File: src/rtl/uart_pkg.sv
// Shared types and constants for the UART receive path.
// Used by uart_rx_sync and uart_rx_deframer.
package uart_pkg;

    // Receive FSM states
    typedef enum logic [2:0] {
        IDLE  = 3'd0,
        START = 3'd1,
        DATA  = 3'd2,
        STOP  = 3'd3,
        BREAK = 3'd4
    } rx_state_t;

    // Level of an idle (marking) serial line
    localparam logic UART_IDLE_LEVEL = 1'b1;

    // 2-of-3 majority vote
    function automatic logic maj3(input logic a, input logic b, input logic c);
        return (a & b) | (a & c) | (b & c);
    endfunction

endpackage

File: src/rtl/uart_rx_sync.sv
// Synchroniser for the asynchronous rx pad input.
// SYNC_STAGES-deep flop chain, reset to the idle line level.
// With UART_RX_MAJORITY_EN defined, the stage in front of the last one is
// also exported so the deframer can see the "next" synchronised sample.
module uart_rx_sync
    import uart_pkg::*;
#(
    parameter int SYNC_STAGES = 2
) (
    input  logic clk_i,
    input  logic rst_i,
    input  logic rx_i,
    output logic rxs_o
`ifdef UART_RX_MAJORITY_EN
    ,
    output logic rx_ahead_o
`endif
);

    logic [SYNC_STAGES-1:0] sync_q;
    logic [SYNC_STAGES-1:0] sync_d;

    assign sync_d = {sync_q[SYNC_STAGES-2:0], rx_i};

    // Shift the raw line through the chain; reset looks like an idle line
    always_ff @(posedge clk_i) begin
        if (rst_i) begin
            sync_q <= {SYNC_STAGES{UART_IDLE_LEVEL}};
        end else begin
            sync_q <= sync_d;
        end
    end

    assign rxs_o = sync_q[SYNC_STAGES-1];
`ifdef UART_RX_MAJORITY_EN
    assign rx_ahead_o = sync_q[SYNC_STAGES-2];
`endif

endmodule

File: src/rtl/uart_rx_deframer.sv
// UART 8N1 receive deframer: synchronises rx_i, finds start bits, samples
// each bit at its middle, and hands bytes out over valid/ready.
// Optional build macro: UART_RX_MAJORITY_EN -- every bit decision is a 2-of-3
// vote of the synchronised line at mid-1, mid, mid+1 (mid+1 is taken from the
// synchroniser stage ahead of the last one, so decision timing is unchanged).
//
// Handshake: data_o is valid and stable while valid_o=1; a byte is transferred
// in any cycle where valid_o & ready_i. valid_o stays high until transferred.
module uart_rx_deframer
    import uart_pkg::*;
#(
    parameter int BAUD_DIV    = 868,
    parameter int D_WIDTH     = 8,
    parameter int SYNC_STAGES = 2
) (
    input  logic               clk_i,
    input  logic               rst_i,
    input  logic               rx_i,
    output logic [D_WIDTH-1:0] data_o,
    output logic               valid_o,
    input  logic               ready_i,
    output logic               frame_err_o,
    output logic               overrun_o
);

    localparam int CNT_W = $clog2(BAUD_DIV);
    localparam int IDX_W = $clog2(D_WIDTH + 1);
    localparam logic [CNT_W-1:0] CNT_MID  = CNT_W'(BAUD_DIV / 2);
    localparam logic [CNT_W-1:0] CNT_LAST = CNT_W'(BAUD_DIV - 1);
    localparam logic [IDX_W-1:0] IDX_LAST = IDX_W'(D_WIDTH - 1);

    logic rxs;
    logic sample_bit;

    rx_state_t          state_q, state_d;
    logic [CNT_W-1:0]   cnt_q, cnt_d;
    logic [IDX_W-1:0]   idx_q, idx_d;
    logic [D_WIDTH-1:0] shreg_q, shreg_d;

    logic byte_done;
    logic ferr_set;

    logic [D_WIDTH-1:0] data_q, data_d;
    logic               valid_q, valid_d;
    logic               ferr_q, ferr_d;
    logic               ovr_q, ovr_d;

`ifdef UART_RX_MAJORITY_EN
    logic rx_ahead;
    logic rxs_prev_q;

    uart_rx_sync #(.SYNC_STAGES(SYNC_STAGES)) u_sync (
        .clk_i      (clk_i),
        .rst_i      (rst_i),
        .rx_i       (rx_i),
        .rxs_o      (rxs),
        .rx_ahead_o (rx_ahead)
    );

    // Remember the previous synchronised sample for the vote
    always_ff @(posedge clk_i) begin
        if (rst_i) begin
            rxs_prev_q <= UART_IDLE_LEVEL;
        end else begin
            rxs_prev_q <= rxs;
        end
    end

    assign sample_bit = maj3(rxs_prev_q, rxs, rx_ahead);
`else
    uart_rx_sync #(.SYNC_STAGES(SYNC_STAGES)) u_sync (
        .clk_i (clk_i),
        .rst_i (rst_i),
        .rx_i  (rx_i),
        .rxs_o (rxs)
    );

    assign sample_bit = rxs;
`endif

    // Receive FSM and bit timing registers
    always_ff @(posedge clk_i) begin
        if (rst_i) begin
            state_q <= IDLE;
            cnt_q   <= '0;
            idx_q   <= '0;
            shreg_q <= '0;
        end else begin
            state_q <= state_d;
            cnt_q   <= cnt_d;
            idx_q   <= idx_d;
            shreg_q <= shreg_d;
        end
    end

    // Next-state logic: start detect, mid-bit sampling, stop check
    always_comb begin
        state_d   = state_q;
        cnt_d     = cnt_q;
        idx_d     = idx_q;
        shreg_d   = shreg_q;
        byte_done = 1'b0;
        ferr_set  = 1'b0;
        case (state_q)
            IDLE: begin
                cnt_d = '0;
                if (rxs != UART_IDLE_LEVEL) begin
                    state_d = START;
                end
            end
            START: begin
                if (cnt_q == CNT_MID) begin
                    cnt_d = '0;
                    if (sample_bit != UART_IDLE_LEVEL) begin
                        state_d = DATA;
                        idx_d   = '0;
                    end else begin
                        // start bit vanished before its middle: treat as noise
                        state_d = IDLE;
                    end
                end else begin
                    cnt_d = cnt_q + CNT_W'(1);
                end
            end
            DATA: begin
                if (cnt_q == CNT_LAST) begin
                    cnt_d   = '0;
                    // LSB arrives first, so shift in from the top
                    shreg_d = D_WIDTH'({sample_bit, shreg_q} >> 1);
                    idx_d   = idx_q + IDX_W'(1);
                    if (idx_q == IDX_LAST) begin
                        state_d = STOP;
                    end
                end else begin
                    cnt_d = cnt_q + CNT_W'(1);
                end
            end
            STOP: begin
                if (cnt_q == CNT_LAST) begin
                    cnt_d = '0;
                    if (sample_bit == UART_IDLE_LEVEL) begin
                        byte_done = 1'b1;
                        state_d   = IDLE;
                    end else begin
                        ferr_set = 1'b1;
                        state_d  = BREAK;
                    end
                end else begin
                    cnt_d = cnt_q + CNT_W'(1);
                end
            end
            BREAK: begin
                // a line held low reports one error; wait for it to recover
                cnt_d = '0;
                if (rxs == UART_IDLE_LEVEL) begin
                    state_d = IDLE;
                end
            end
            default: begin
                state_d = IDLE;
                cnt_d   = '0;
            end
        endcase
    end

    // Output holding register and error pulse flops
    always_ff @(posedge clk_i) begin
        if (rst_i) begin
            data_q  <= '0;
            valid_q <= 1'b0;
            ferr_q  <= 1'b0;
            ovr_q   <= 1'b0;
        end else begin
            data_q  <= data_d;
            valid_q <= valid_d;
            ferr_q  <= ferr_d;
            ovr_q   <= ovr_d;
        end
    end

    // Load on completion when the slot is free or being drained this cycle
    always_comb begin
        data_d  = data_q;
        valid_d = valid_q;
        ferr_d  = ferr_set;
        ovr_d   = 1'b0;
        if (byte_done) begin
            if (!valid_q || ready_i) begin
                data_d  = shreg_q;
                valid_d = 1'b1;
            end else begin
                // slot full and not draining: keep old byte, drop new one
                ovr_d = 1'b1;
            end
        end else if (valid_q && ready_i) begin
            valid_d = 1'b0;
        end
    end

    assign data_o      = data_q;
    assign valid_o     = valid_q;
    assign frame_err_o = ferr_q;
    assign overrun_o   = ovr_q;

endmodule

File: config.mk
export PLATFORM = sky130hd
export DESIGN_NAME = uart_rx_deframer
export DESIGN_NICKNAME = d
export VERILOG_FILES = /design/src/rtl/uart_pkg.sv /design/src/rtl/uart_rx_sync.sv /design/src/rtl/uart_rx_deframer.sv
export SDC_FILE = /design/constraint.sdc
export NUM_CORES = 1
export LEC_CHECK = 0
export CORE_ASPECT_RATIO = 0.75
export CORE_MARGIN = 2
export CORE_UTILIZATION = 55
export CTS_CLUSTER_SIZE = 30
export DETAILED_ROUTE_END_ITERATION = 10
export GPL_TIMING_DRIVEN = 0
export PLACE_DENSITY = 0.84
export SKIP_CTS_REPAIR_TIMING = 1
export SYNTH_ARGS = -nofsm -noshare
export SYNTH_HDL_FRONTEND = slang
export SYNTH_SLANG_ARGS = --single-unit
export TNS_END_PERCENT = 100
File: constraint.sdc
create_clock -name clk_i -period 2.2 [get_ports clk_i]
set_clock_uncertainty 0.05 [all_clocks]
set_input_delay 0.44 -clock clk_i [delete_from_list [all_inputs] [get_ports clk_i]]
set_output_delay 0.44 -clock clk_i [all_outputs]
set_load 0.02 [all_outputs]
==> out/summary.json, run 1 <==
{
  "detailed_place_hpwl": {"value": 2260, "unit": "um"},
  "antenna_left": {"value": 0},
  "detail_route.vias_per_cell": {"value": 5.513},
  "layout_common_cells": {"value": "dfxtp_1, nor2_1, nand2_1, clkdlybuf4s50_1, a21oi_1"},
  "clk-insertion-delay-late": {"value": 0.28, "unit": "ns"},
  "fin_util": {"value": 0.6626},
  "area.growth.synth_to_final": {"value": 16.41, "unit": "%"},
  "grt_overflow_total": {"value": 0},
  "multiInputGateArea": {"value": 828.3, "unit": "um^2"},
  "worstHoldPathCells": {"value": 1},
  "drc": {"value": 0},
  "synth_cells": {"value": 180},
  "hp-start": {"value": "u_sync.sync_q[0]"},
  "routed_wl_per_cell": {"value": 13.11, "unit": "um"},
  "avgSynthCellArea": {"value": 9.148, "unit": "um^2"},
  "grt_antenna_before_repair": {"value": 0},
  "dominant_combinational_cell_family_by_area_after_synthesis": {"value": "simple AND/OR/NAND/NOR gates"},
  "hold_violations": {"value": 0},
  "grt_start_max_net_pins": {"value": 11},
  "worstPathRequired": {"value": 2.29, "unit": "ns"},
  "cts-root-buf": {"value": "clkbuf_8"},
  "worst-r2r-setup-slack": {"value": 0.17, "unit": "ns"},
  "initial_detailed_routing_violation_count": {"value": 90},
  "simple_gate_area_share_of_the_yosys_netlist": {"value": 0.2827},
  "placement.io_buffers": {"value": 14},
  "worstSetupStartpoint": {"value": "cnt_q[0]"},
  "clock_path_buffers": {"value": 2},
  "h-tree-depth": {"value": 2},
  "wl": {"value": 3121, "unit": "um"},
  "crit_fanout": {"value": 8},
  "timing.setup.critical_path_class": {"value": "flip-flop to flip-flop"},
  "slew_violations": {"value": 0},
  "design.final.nets": {"value": 208},
  "dieArea": {"value": 3452, "unit": "um^2"},
  "synthesized_area_fraction_occupied_by_adder_cells": {"value": 0.02280},
  "firstDrtPassIters": {"value": 4},
  "grt_setup_unrepaired": {"value": "false"},
  "reg2reg_to": {"value": "data_o[3]"},
  "via_total_after_detailed_routing": {"value": 1312},
  "placement.cell_area": {"value": 1834, "unit": "um^2"},
  "cts.clk_slew.worst_paths": {"value": 0.07, "unit": "ns"},
  "share_of_final_layout_standard_cells_stronger_than_drive_strength_1": {"value": 0.1150},
  "tritoncts": {"value": "done"},
  "slew_hr": {"value": 0.6809},
  "final_cycle_utilization_of_the_critical_path": {"value": 0.9244},
  "fin_crit": {"value": 2.034, "unit": "ns"},
  "mostFrequentLayoutCell": {"value": "dfxtp_1"},
  "async_reset_ff_frac": {"value": 0},
  "io_pins": {"value": 15},
  "power_density": {"value": 663.5, "unit": "nW/um^2"},
  "timing.critical_path.arrival": {"value": 2.13, "unit": "ns"},
  "antenna_cells": {"value": 0},
  "max-vdd-ir-drop": {"value": 0.4522, "unit": "mV"},
  "die_width": {"value": 67.18, "unit": "um"},
  "fmaxAchievable": {"value": 491.7, "unit": "MHz"},
  "synth-main-ff-cell": {"value": "dfxtp_1"},
  "element_type_at_the_critical_path_start": {"value": "flip-flop"},
  "fillers": {"value": 235},
  "synth_xor_xnor_area_share": {"value": 0.04255},
  "worstHoldPathType": {"value": "flip-flop to flip-flop"},
  "yosysSeqAreaShare": {"value": 0.4620},
  "floorplan.die.height": {"value": 51.39, "unit": "um"},
  "synthesis.area": {"value": 1647, "unit": "um^2"},
  "post_synth_mux_area_share": {"value": 0.06079},
  "synth-compound-area-share": {"value": 0.09422},
  "worst_slew_pin_slew": {"value": 0.4787, "unit": "ns"},
  "initial_core_util": {"value": 0.5692},
  "run_status": {"value": "finished clean"},
  "setup_viol": {"value": 0},
  "count_of_different_cell_masters_after_synthesis": {"value": 44},
  "number_of_enable_flip_flop_cells_after_synthesis": {"value": 0},
  "place_congestion": {"value": 0.8899},
  "grt_pass1_vias": {"value": 1241},
  "syn_nets": {"value": 187},
  "fin_area": {"value": 1917, "unit": "um^2"},
  "synth.ff_latch_count": {"value": 38},
  "numCtsBuffers": {"value": 5},
  "timing.reg2reg.worst_path_depth": {"value": 7},
  "total_leakage_power": {"value": 0.7496, "unit": "nW"},
  "area.sequential": {"value": 760.7, "unit": "um^2"},
  "max_cap_violations": {"value": 0},
  "critical_path.reg2reg.startpoint": {"value": "cnt_q[0]"},
  "sinks_on_the_clock_net": {"value": 38},
  "timing.critical_path.to_type": {"value": "flip-flop"},
  "rows": {"value": 17},
  "global_route_wire_length_before_repair": {"value": 5478, "unit": "um"},
  "yosys_warnings": {"value": 0},
  "track_usage": {"value": 0.2105},
  "setup.worst_path.end": {"value": "data_o[3]"},
  "core-area": {"value": 2893, "unit": "um^2"},
  "tns_setup": {"value": 0, "unit": "ns"}
}
==> area by class of cell <==
class / count / area share
well taps: 38 / 0.02480
plain buffers: 5 / 0.02023
multi-input cells: 132 / 0.4321
inverters: 5 / 0.009791
flip-flops and latches: 38 / 0.3969
repair buffers: 14 / 0.07311
clock buffers: 6 / 0.04308
==> power by group <==
part	total (W)	switching, W	leakage (nW)	internal [W]
Combinational	0.000102	0.0000554	0.400	0.0000470
Clock	0.000454	0.000213	0.0431	0.000241
Sequential	0.000715	0.0000172	0.307	0.000698
==> registers in the layout, summed over array words and instances (netlist names) <==
name and flops:
frame_err_o 1, u_sync.sync_q 2, overrun_o 1, shreg_q 8, data_o 8, valid_o 1
cnt_q 10, state_q 3, idx_q 4
==> cells in the mapped netlist (3+ instances only) <==
cell type  instances  area [um^2]
xnor2_1            4        35.03
or3_1              3        18.77
xor2_1             4        35.03
nor2_1            29        108.9
dfxtp_1           38        760.7
nand3_1            6        30.03
nand2_1           22        82.58
ha_1               3        37.54
inv_1              5        18.77
nand4_1            3        18.77
mux2i_1           10        100.1
a21oi_1           13        65.06
==> logic make-up (layout without fill, tap and decap cells) <==
| family | after synthesis | after routing |
|---|---|---|
| muxes | 10 | 10 |
| buffers and inverters | 10 | 30 |
| adders and majority gates | 3 | 3 |
| DFF | 38 | 38 |
| xor gates and xnor gates | 8 | 8 |
| and+or+nand+nor | 86 | 86 |
| AOI/OAI and AO/OA | 25 | 25 |
==> per-stage QoR <==
step           setup slack (ns)  hold slack (ns)  std cells  total power (W)
2_1_floorplan            0.4963           0.3395        180        0.0008051
3_3_place_gp             0.3115           0.3418        232        0.0008261
3_5_place_dp             0.1897           0.3492        232        0.0008302
4_1_cts                  0.1618           0.3655        238         0.001279
5_1_grt                 0.04881           0.3901        238         0.001324
6_report                 0.1664           0.3656        238         0.001272
==> worst max-delay path: stages, from the launching register on <==
cell,delay [ns]
dfxtp_1,0.40
ha_1,0.23
and2_2,0.20
and3_1,0.15
buf_2,0.16
nand4_2,0.36
mux2i_1,0.30
nor2_1,0.07
==> how the worst min path moves through the flow <==
stage,to,slack (ns)
final,u_sync.sync_q[1],0.37
after CTS,u_sync.sync_q[1],0.37
after global routing,u_sync.sync_q[1],0.39
after detailed placement,u_sync.sync_q[1],0.35
after floorplan,u_sync.sync_q[1],0.34
after global placement,u_sync.sync_q[1],0.34
==> metal layers <==
layer,vias up,GRT usage,wire length [um],part of all wire
met4,0,0.05102,14,0.0045
met5,-,0,0,0
met1,618,0.2905,1494,0.48
li1,662,-,-,-
met3,2,0.04626,161,0.052
met2,30,0.3350,1450,0.46
No activity file was read; power rests on OpenSTA's default activity.
==> run 2: changes to the inputs <==
--- a/config.mk
+++ b/config.mk
@@ -5,7 +5,7 @@
 export SDC_FILE = /design/constraint.sdc
 export NUM_CORES = 1
 export LEC_CHECK = 0
-export CORE_ASPECT_RATIO = 0.75
+export CORE_ASPECT_RATIO = 1.1
 export CORE_MARGIN = 2
 export CORE_UTILIZATION = 55
 export CTS_CLUSTER_SIZE = 30
==> run 2 against run 1 <==
  * First-iteration DRC count is 63% lower
  * Worst hold slack improved by 0.0089 ns
  * Sequential share of layout area up 0.29 points
  * Non-clock buffer count stayed put
  * Die area fell by 0.12%
  * Total power decreased by 0.29%
  * Via count grew 0.15%
  * Sequential power barely moved
  * Core utilization rose by 1.6 points
  * Sequential cell count unchanged
  * Critical path type unchanged
  * Largest power group unchanged
==> out/summary.json, run 2 (synthesis results as in run 1) <==
{
  "run_status": {"value": "finished clean"},
  "wl_met1": {"value": 1327, "unit": "um", "change": "-11%"},
  "design.final.nets": {"value": 208, "change": "unchanged"},
  "firstDrtPassIters": {"value": 5, "change": "+1"},
  "slew_hr": {"value": 0.7078, "change": "+0.02694"},
  "global_route_wire_length_before_repair": {"value": 5292, "unit": "um", "change": "-3.4%"},
  "power_density": {"value": 666.3, "unit": "nW/um^2", "change": "+0.43%"},
  "tritoncts": {"value": "done"},
  "clock_path_buffers": {"value": 2, "change": "unchanged"},
  "crit_fanout": {"value": 8, "change": "unchanged"},
  "multiInputGateArea": {"value": 828.3, "unit": "um^2", "change": "unchanged"},
  "cpPeakStageDelay": {"value": 0.39, "unit": "ns", "change": "about the same"},
  "worst_slew_pin_slew": {"value": 0.4382, "unit": "ns", "change": "-0.04042 ns"},
  "met3RoutedLength": {"value": 125, "unit": "um", "change": "-22%"},
  "rows": {"value": 20, "change": "+3"},
  "power_report.internal_total": {"value": 0.0009860, "unit": "W", "change": "about the same"},
  "fin_area": {"value": 1903, "unit": "um^2", "change": "-0.72%"},
  "h-tree-depth": {"value": 2, "change": "unchanged"},
  "detail_route.vias_per_cell": {"value": 5.591, "change": "+1.4%"},
  "hold_violations": {"value": 0, "change": "unchanged"},
  "timing.critical_path.arrival": {"value": 2.12, "unit": "ns", "change": "about the same"},
  "grt_overflow_total": {"value": 0, "change": "unchanged"},
  "detailed_place_hpwl": {"value": 2257, "unit": "um", "change": "-0.12%"},
  "cts-root-buf": {"value": "clkbuf_4"},
  "initial_core_util": {"value": 0.5875, "change": "+0.01830"},
  "cpMaxStageDelayCell": {"value": "dfxtp_1"},
  "io_pins": {"value": 15, "change": "unchanged"},
  "layout_common_cells": {"value": "dfxtp_1, nor2_1, nand2_1, clkdlybuf4s50_1, a21oi_1"},
  "placement.io_buffers": {"value": 14, "change": "unchanged"},
  "hp-start": {"value": "u_sync.sync_q[0]"},
  "max_reg_flops": {"value": 10, "change": "unchanged"},
  "place_congestion": {"value": 0.8048, "change": "-9.6%"},
  "antenna_cells": {"value": 0, "change": "unchanged"},
  "timing.setup.critical_path_class": {"value": "flip-flop to flip-flop"},
  "grt_start_max_net_pins": {"value": 12, "change": "+1"},
  "cts.clk_slew.worst_paths": {"value": 0.11, "unit": "ns", "change": "+0.04 ns"},
  "max_cap_violations": {"value": 0, "change": "unchanged"},
  "track_usage": {"value": 0.2021, "change": "-0.008403"},
  "floorplan.die.height": {"value": 61.39, "unit": "um", "change": "+19%"},
  "critical_path_cell_sequence": {"value": "ha_1 -> and2_2 -> and3_1 -> buf_2 -> nand4_2 -> mux2i_1 -> nor2_1"},
  "element_type_at_the_critical_path_start": {"value": "flip-flop"},
  "grt_pass1_vias": {"value": 1269, "change": "+2.3%"},
  "met2RoutedLength": {"value": 1585, "unit": "um", "change": "+9.3%"},
  "grt_antenna_before_repair": {"value": 0, "change": "unchanged"},
  "worstPathRequired": {"value": 2.37, "unit": "ns", "change": "+0.08 ns"},
  "net-switching-power": {"value": 0.0002820, "unit": "W", "change": "-1.2%"},
  "timing.critical_path.to_type": {"value": "flip-flop"},
  "area.growth.synth_to_final": {"value": 15.58, "unit": "%"},
  "die_width": {"value": 56.17, "unit": "um", "change": "-16%"},
  "share_clk_of_total_power": {"value": 0.357, "change": "about the same"},
  "grt_setup_unrepaired": {"value": "false"},
  "total_leakage_power": {"value": 0.7460, "unit": "nW", "change": "-0.49%"},
  "via_total_after_detailed_routing": {"value": 1314, "change": "+0.15%"},
  "worstSetupStartpoint": {"value": "cnt_q[0]"},
  "numCtsBuffers": {"value": 5, "change": "unchanged"},
  "placement.cell_area": {"value": 1828, "unit": "um^2", "change": "-0.34%"},
  "power.share.sequential": {"value": 0.563, "change": "about the same"},
  "routed_wl_per_cell": {"value": 13.16, "unit": "um", "change": "+0.34%"},
  "critical_path.reg2reg.startpoint": {"value": "cnt_q[0]"},
  "dieArea": {"value": 3448, "unit": "um^2", "change": "-0.12%"},
  "fin_crit": {"value": 1.951, "unit": "ns", "change": "-0.08289 ns"},
  "core-area": {"value": 2803, "unit": "um^2", "change": "-3.1%"},
  "fmaxAchievable": {"value": 512.6, "unit": "MHz", "change": "+4.2%"},
  "clk-insertion-delay-late": {"value": 0.33, "unit": "ns", "change": "+0.05 ns"},
  "area.sequential": {"value": 760.7, "unit": "um^2", "change": "unchanged"},
  "sw_frac_of_total": {"value": 0.2224, "change": "-0.002006"},
  "sinks_on_the_clock_net": {"value": 38, "change": "unchanged"},
  "max-vdd-ir-drop": {"value": 0.5811, "unit": "mV", "change": "+29%"},
  "antenna_left": {"value": 0, "change": "unchanged"},
  "mostFrequentLayoutCell": {"value": "dfxtp_1"},
  "pwr-share-comb": {"value": 0.080, "change": "about the same"},
  "wl": {"value": 3092, "unit": "um", "change": "-0.93%"},
  "initial_detailed_routing_violation_count": {"value": 33, "change": "-63%"},
  "final_cycle_utilization_of_the_critical_path": {"value": 0.8867, "change": "-0.03768"},
  "fillers": {"value": 229, "change": "-2.6%"},
  "slew_violations": {"value": 0, "change": "unchanged"},
  "dr.max_layer_used": {"value": "met4"},
  "worstHoldPathType": {"value": "flip-flop to flip-flop"},
  "register_ranked_first_by_flip_flop_count": {"value": "cnt_q"},
  "setup_viol": {"value": 0, "change": "unchanged"},
  "drc": {"value": 0, "change": "unchanged"},
  "worst-r2r-setup-slack": {"value": 0.25, "unit": "ns", "change": "+0.08 ns"},
  "share_of_final_layout_standard_cells_stronger_than_drive_strength_1": {"value": 0.1139, "change": "-0.001139"},
  "tns_setup": {"value": 0, "unit": "ns", "change": "unchanged"}
}
## run 2: changes by cell type in the layout (fill, tap and decap cells not counted)
cell       change
clkbuf_1       +2
bufinv_16      +1
clkbuf_8       -6
clkbuf_4       +5
## run 2: area by class of cell
| type | count | area share |
|---|---|---|
| inverter | 5 | 0.009862 |
| clock inverter | 1 | 0.01578 |
| buffer | 5 | 0.02038 |
| clock buffer | 7 | 0.02367 |
| tap | 33 | 0.02170 |
| multi-input combinational | 132 | 0.4352 |
| sequential | 38 | 0.3997 |
| timing repair buffer | 14 | 0.07364 |
## run 2: worst paths after layout
check / cells past startpoint / to
max: 7 / data_o[6]
max reg2reg: 7 / data_o[6]
min reg2reg: 1 / u_sync.sync_q[1]
min: 1 / u_sync.sync_q[1]
## run 2: per-layer routing
metal	up-vias	global-route usage
met3	6	0.07143
met1	615	0.2166
li1	662	-
met2	31	0.3630
met4	0	0.09864
met5	-	0
## run 2: worst max-delay path, delay by kind of cell, from the launching register on
| family | cells | cell delay, ns |
|---|---|---|
| simple gates | 4 | 0.75 |
| flops | 1 | 0.39 |
| mux | 1 | 0.28 |
| fa+ha+maj | 1 | 0.22 |
| buf+inv | 1 | 0.15 |
## run 2: power by group through the flow
stage / logic, W / registers, W / clock network (W)
after floorplan: 0.0000801 / 0.000725 / 0
after global placement: 0.0000962 / 0.000728 / 0
after detailed placement: 0.000102 / 0.000729 / 0
after CTS: 0.000102 / 0.000713 / 0.000461
after global routing: 0.000112 / 0.000717 / 0.000486
final: 0.000102 / 0.000714 / 0.000453
## run 2: metrics by stage
| stage | setup slack (ns) | hold WS [ns] | power (W) | std cells | utilization |
|---|---|---|---|---|---|
| 5_1_grt | 0.08784 | 0.3885 | 0.001314 | 235 | 0.6790 |
| 4_1_cts | 0.2131 | 0.3796 | 0.001277 | 235 | 0.6790 |
| 3_5_place_dp | 0.2272 | 0.3503 | 0.0008306 | 227 | 0.6522 |
| 3_3_place_gp | 0.3147 | 0.3480 | 0.0008245 | 227 | 0.6522 |
| 2_1_floorplan | 0.4963 | 0.3395 | 0.0008051 | 180 | - |
| 6_report | 0.2493 | 0.3745 | 0.001268 | 235 | 0.6790 |
==> run 3: changes to the inputs <==
--- a/config.mk
+++ b/config.mk
@@ -5,13 +5,15 @@
 export SDC_FILE = /design/constraint.sdc
 export NUM_CORES = 1
 export LEC_CHECK = 0
+export CELL_PAD_IN_SITES_DETAIL_PLACEMENT = 0
+export CELL_PAD_IN_SITES_GLOBAL_PLACEMENT = 1
 export CORE_ASPECT_RATIO = 1.1
 export CORE_MARGIN = 2
-export CORE_UTILIZATION = 55
+export CORE_UTILIZATION = 43
 export CTS_CLUSTER_SIZE = 30
 export DETAILED_ROUTE_END_ITERATION = 10
 export GPL_TIMING_DRIVEN = 0
-export PLACE_DENSITY = 0.84
+export PLACE_DENSITY_LB_ADDON = 0.1
 export SKIP_CTS_REPAIR_TIMING = 1
 export SYNTH_ARGS = -nofsm -noshare
 export SYNTH_HDL_FRONTEND = slang
==> run 3 against run 2 <==
  * Total power grew 2.1%
  * Worst hold slack got worse by 0.0097 ns
  * Die area is 26% higher
  * Cell area increased by 2.0%
  * Final cell count grew 7.2%
  * Clock power rose by 6.0%
  * Count of clock-buffer cells in the layout stayed put
  * Via count fell by 0.91%
==> out/summary.json, run 3 (synthesis results as in run 1) <==
{
  "io_pins": {"value": 15, "change": "unchanged"},
  "clk-insertion-delay-late": {"value": 0.29, "unit": "ns", "change": "-0.04 ns"},
  "setup_viol": {"value": 0, "change": "unchanged"},
  "sinks_on_the_clock_net": {"value": 38, "change": "unchanged"},
  "drc": {"value": 0, "change": "unchanged"},
  "grt_pass1_vias": {"value": 1269, "change": "unchanged"},
  "max_reg_flops": {"value": 10, "change": "unchanged"},
  "via_total_after_detailed_routing": {"value": 1302, "change": "-0.91%"},
  "fmaxAchievable": {"value": 517.9, "unit": "MHz", "change": "+1.0%"},
  "initial_core_util": {"value": 0.4505, "change": "-0.1370"},
  "cts.clk_slew.worst_paths": {"value": 0.07, "unit": "ns", "change": "-0.04 ns"},
  "tns_setup": {"value": 0, "unit": "ns", "change": "unchanged"},
  "total_leakage_power": {"value": 0.7547, "unit": "nW", "change": "+1.2%"},
  "setup_ws": {"value": 0.2692, "unit": "ns", "change": "+0.01988 ns"},
  "area.growth.synth_to_final": {"value": 17.86, "unit": "%"},
  "grt_start_max_net_pins": {"value": 12, "change": "unchanged"},
  "worstPathRequired": {"value": 2.31, "unit": "ns", "change": "-0.06 ns"},
  "mostFrequentLayoutCell": {"value": "dfxtp_1"},
  "track_usage": {"value": 0.1738, "change": "-0.02829"},
  "cts-root-buf": {"value": "clkbuf_8"},
  "final_cycle_utilization_of_the_critical_path": {"value": 0.8776, "change": "-0.009035"},
  "fin_crit": {"value": 1.931, "unit": "ns", "change": "-0.01988 ns"},
  "rows": {"value": 23, "change": "+15%"},
  "detailed_place_hpwl": {"value": 2310, "unit": "um", "change": "+2.4%"},
  "layout_common_cells": {"value": "dfxtp_1, nor2_1, nand2_1, clkdlybuf4s50_1, a21oi_1"},
  "register_ranked_first_by_flip_flop_count": {"value": "cnt_q"},
  "design.final.nets": {"value": 208, "change": "unchanged"},
  "crit_fanout": {"value": 8, "change": "unchanged"},
  "share_of_final_layout_standard_cells_stronger_than_drive_strength_1": {"value": 0.1188, "change": "+0.004950"},
  "floorplan.die.height": {"value": 68.90, "unit": "um", "change": "+12%"},
  "worst_slew_pin_slew": {"value": 0.4465, "unit": "ns", "change": "+0.008242 ns"},
  "placement.io_buffers": {"value": 14, "change": "unchanged"},
  "core-area": {"value": 3655, "unit": "um^2", "change": "+30%"},
  "wl": {"value": 3090, "unit": "um", "change": "about the same"},
  "slew_hr": {"value": 0.7023, "change": "-0.005495"},
  "worstHoldPathType": {"value": "flip-flop to flip-flop"},
  "tritoncts": {"value": "done"},
  "antenna_cells": {"value": 0, "change": "unchanged"},
  "slew_violations": {"value": 0, "change": "unchanged"},
  "grt_setup_unrepaired": {"value": "false"},
  "place_congestion": {"value": 0.8092, "change": "+0.55%"},
  "element_type_at_the_critical_path_start": {"value": "flip-flop"},
  "hold_violations": {"value": 0, "change": "unchanged"},
  "fin_util": {"value": 0.5310, "change": "-0.1480"},
  "h-tree-depth": {"value": 2, "change": "unchanged"},
  "total_power": {"value": 0.001295, "unit": "W", "change": "+2.1%"},
  "antenna_left": {"value": 0, "change": "unchanged"},
  "routed_wl_per_cell": {"value": 12.26, "unit": "um", "change": "-6.8%"},
  "grt_overflow_total": {"value": 0, "change": "unchanged"},
  "timing.critical_path.arrival": {"value": 2.04, "unit": "ns", "change": "-0.08 ns"},
  "timing.setup.critical_path_class": {"value": "flip-flop to flip-flop"},
  "global_route_wire_length_before_repair": {"value": 5678, "unit": "um", "change": "+7.3%"},
  "numCtsBuffers": {"value": 5, "change": "unchanged"},
  "max_cap_violations": {"value": 0, "change": "unchanged"},
  "grt_antenna_before_repair": {"value": 0, "change": "unchanged"},
  "run_status": {"value": "finished clean"},
  "power_density": {"value": 667.1, "unit": "nW/um^2", "change": "+0.13%"},
  "die_width": {"value": 63, "unit": "um", "change": "+12%"},
  "initial_detailed_routing_violation_count": {"value": 35, "change": "+6.1%"},
  "clock_path_buffers": {"value": 2, "change": "unchanged"},
  "dieArea": {"value": 4341, "unit": "um^2", "change": "+26%"},
  "place_worst_setup_slack": {"value": 0.2529, "unit": "ns", "change": "+0.02565 ns"},
  "detail_route.vias_per_cell": {"value": 5.167, "change": "-7.6%"},
  "timing.critical_path.to_type": {"value": "flip-flop"},
  "firstDrtPassIters": {"value": 4, "change": "-1"},
  "max-vdd-ir-drop": {"value": 0.3995, "unit": "mV", "change": "-31%"}
}
==> run 3: cell types whose count changed in the layout (fill, tap and decap cells not counted), sizes merged <==
| cell | change |
|---|---|
| bufinv | -1 |
| clkinv | +1 |
==> run 3: worst max-delay path, cell delays in order (launching register included) <==
cell and delay, ns:
dfxtp_1 0.39, ha_1 0.22, and2_2 0.20, and3_1 0.15, buf_2 0.15, nand4_2 0.33, mux2i_1 0.25, nor2_1 0.06
==> run 3: where the power goes <==
part | leakage, nW | internal [W] | switching (W)
Clock | 0.0482 | 0.000252 | 0.000228
Combinational | 0.400 | 0.0000471 | 0.0000530
Sequential | 0.307 | 0.000698 | 0.0000166
==> run 3: cell type report <==
| class | count | area, um^2 |
|---|---|---|
| Clock buffer | 7 | 86.33 |
| Tap cell | 50 | 62.56 |
| Sequential cell | 38 | 760.7 |
| Inverter | 5 | 18.77 |
| Clock inverter | 1 | 5.005 |
| Fill cell | 350 | 1714 |
| Multi-Input combinational cell | 132 | 828.3 |
| Buffer | 5 | 38.79 |
| Timing Repair Buffer | 14 | 140.1 |
==> run 3: final timing paths <==
path / from / endpoint / slack [ns] / cells past startpoint
worst min register to register: u_sync.sync_q[0] / u_sync.sync_q[1] / 0.36 / 1
worst max register to register: cnt_q[0] / data_o[3] / 0.27 / 7
worst min-delay path: u_sync.sync_q[0] / u_sync.sync_q[1] / 0.36 / 1
worst max-delay path: cnt_q[0] / data_o[3] / 0.27 / 7
==> run 3: metal layers <==
metal / global-route usage / vias to the layer above / part of all wire
li1: - / 662 / -
met1: 0.1922 / 614 / 0.43
met2: 0.3019 / 20 / 0.51
met3: 0.05032 / 6 / 0.032
met4: 0.1056 / 0 / 0.028
met5: 0 / - / 0
==> run 3: per-stage QoR <==
step / std cells / cell area [um^2] / hold WS [ns]
detailed placement: 244 / 1849 / 0.3507
finish: 252 / 1941 / 0.3648
floorplan: 180 / 1647 / 0.3395
global placement: 244 / 1849 / 0.3446
CTS: 252 / 1941 / 0.3674
global route: 252 / 1941 / 0.4004
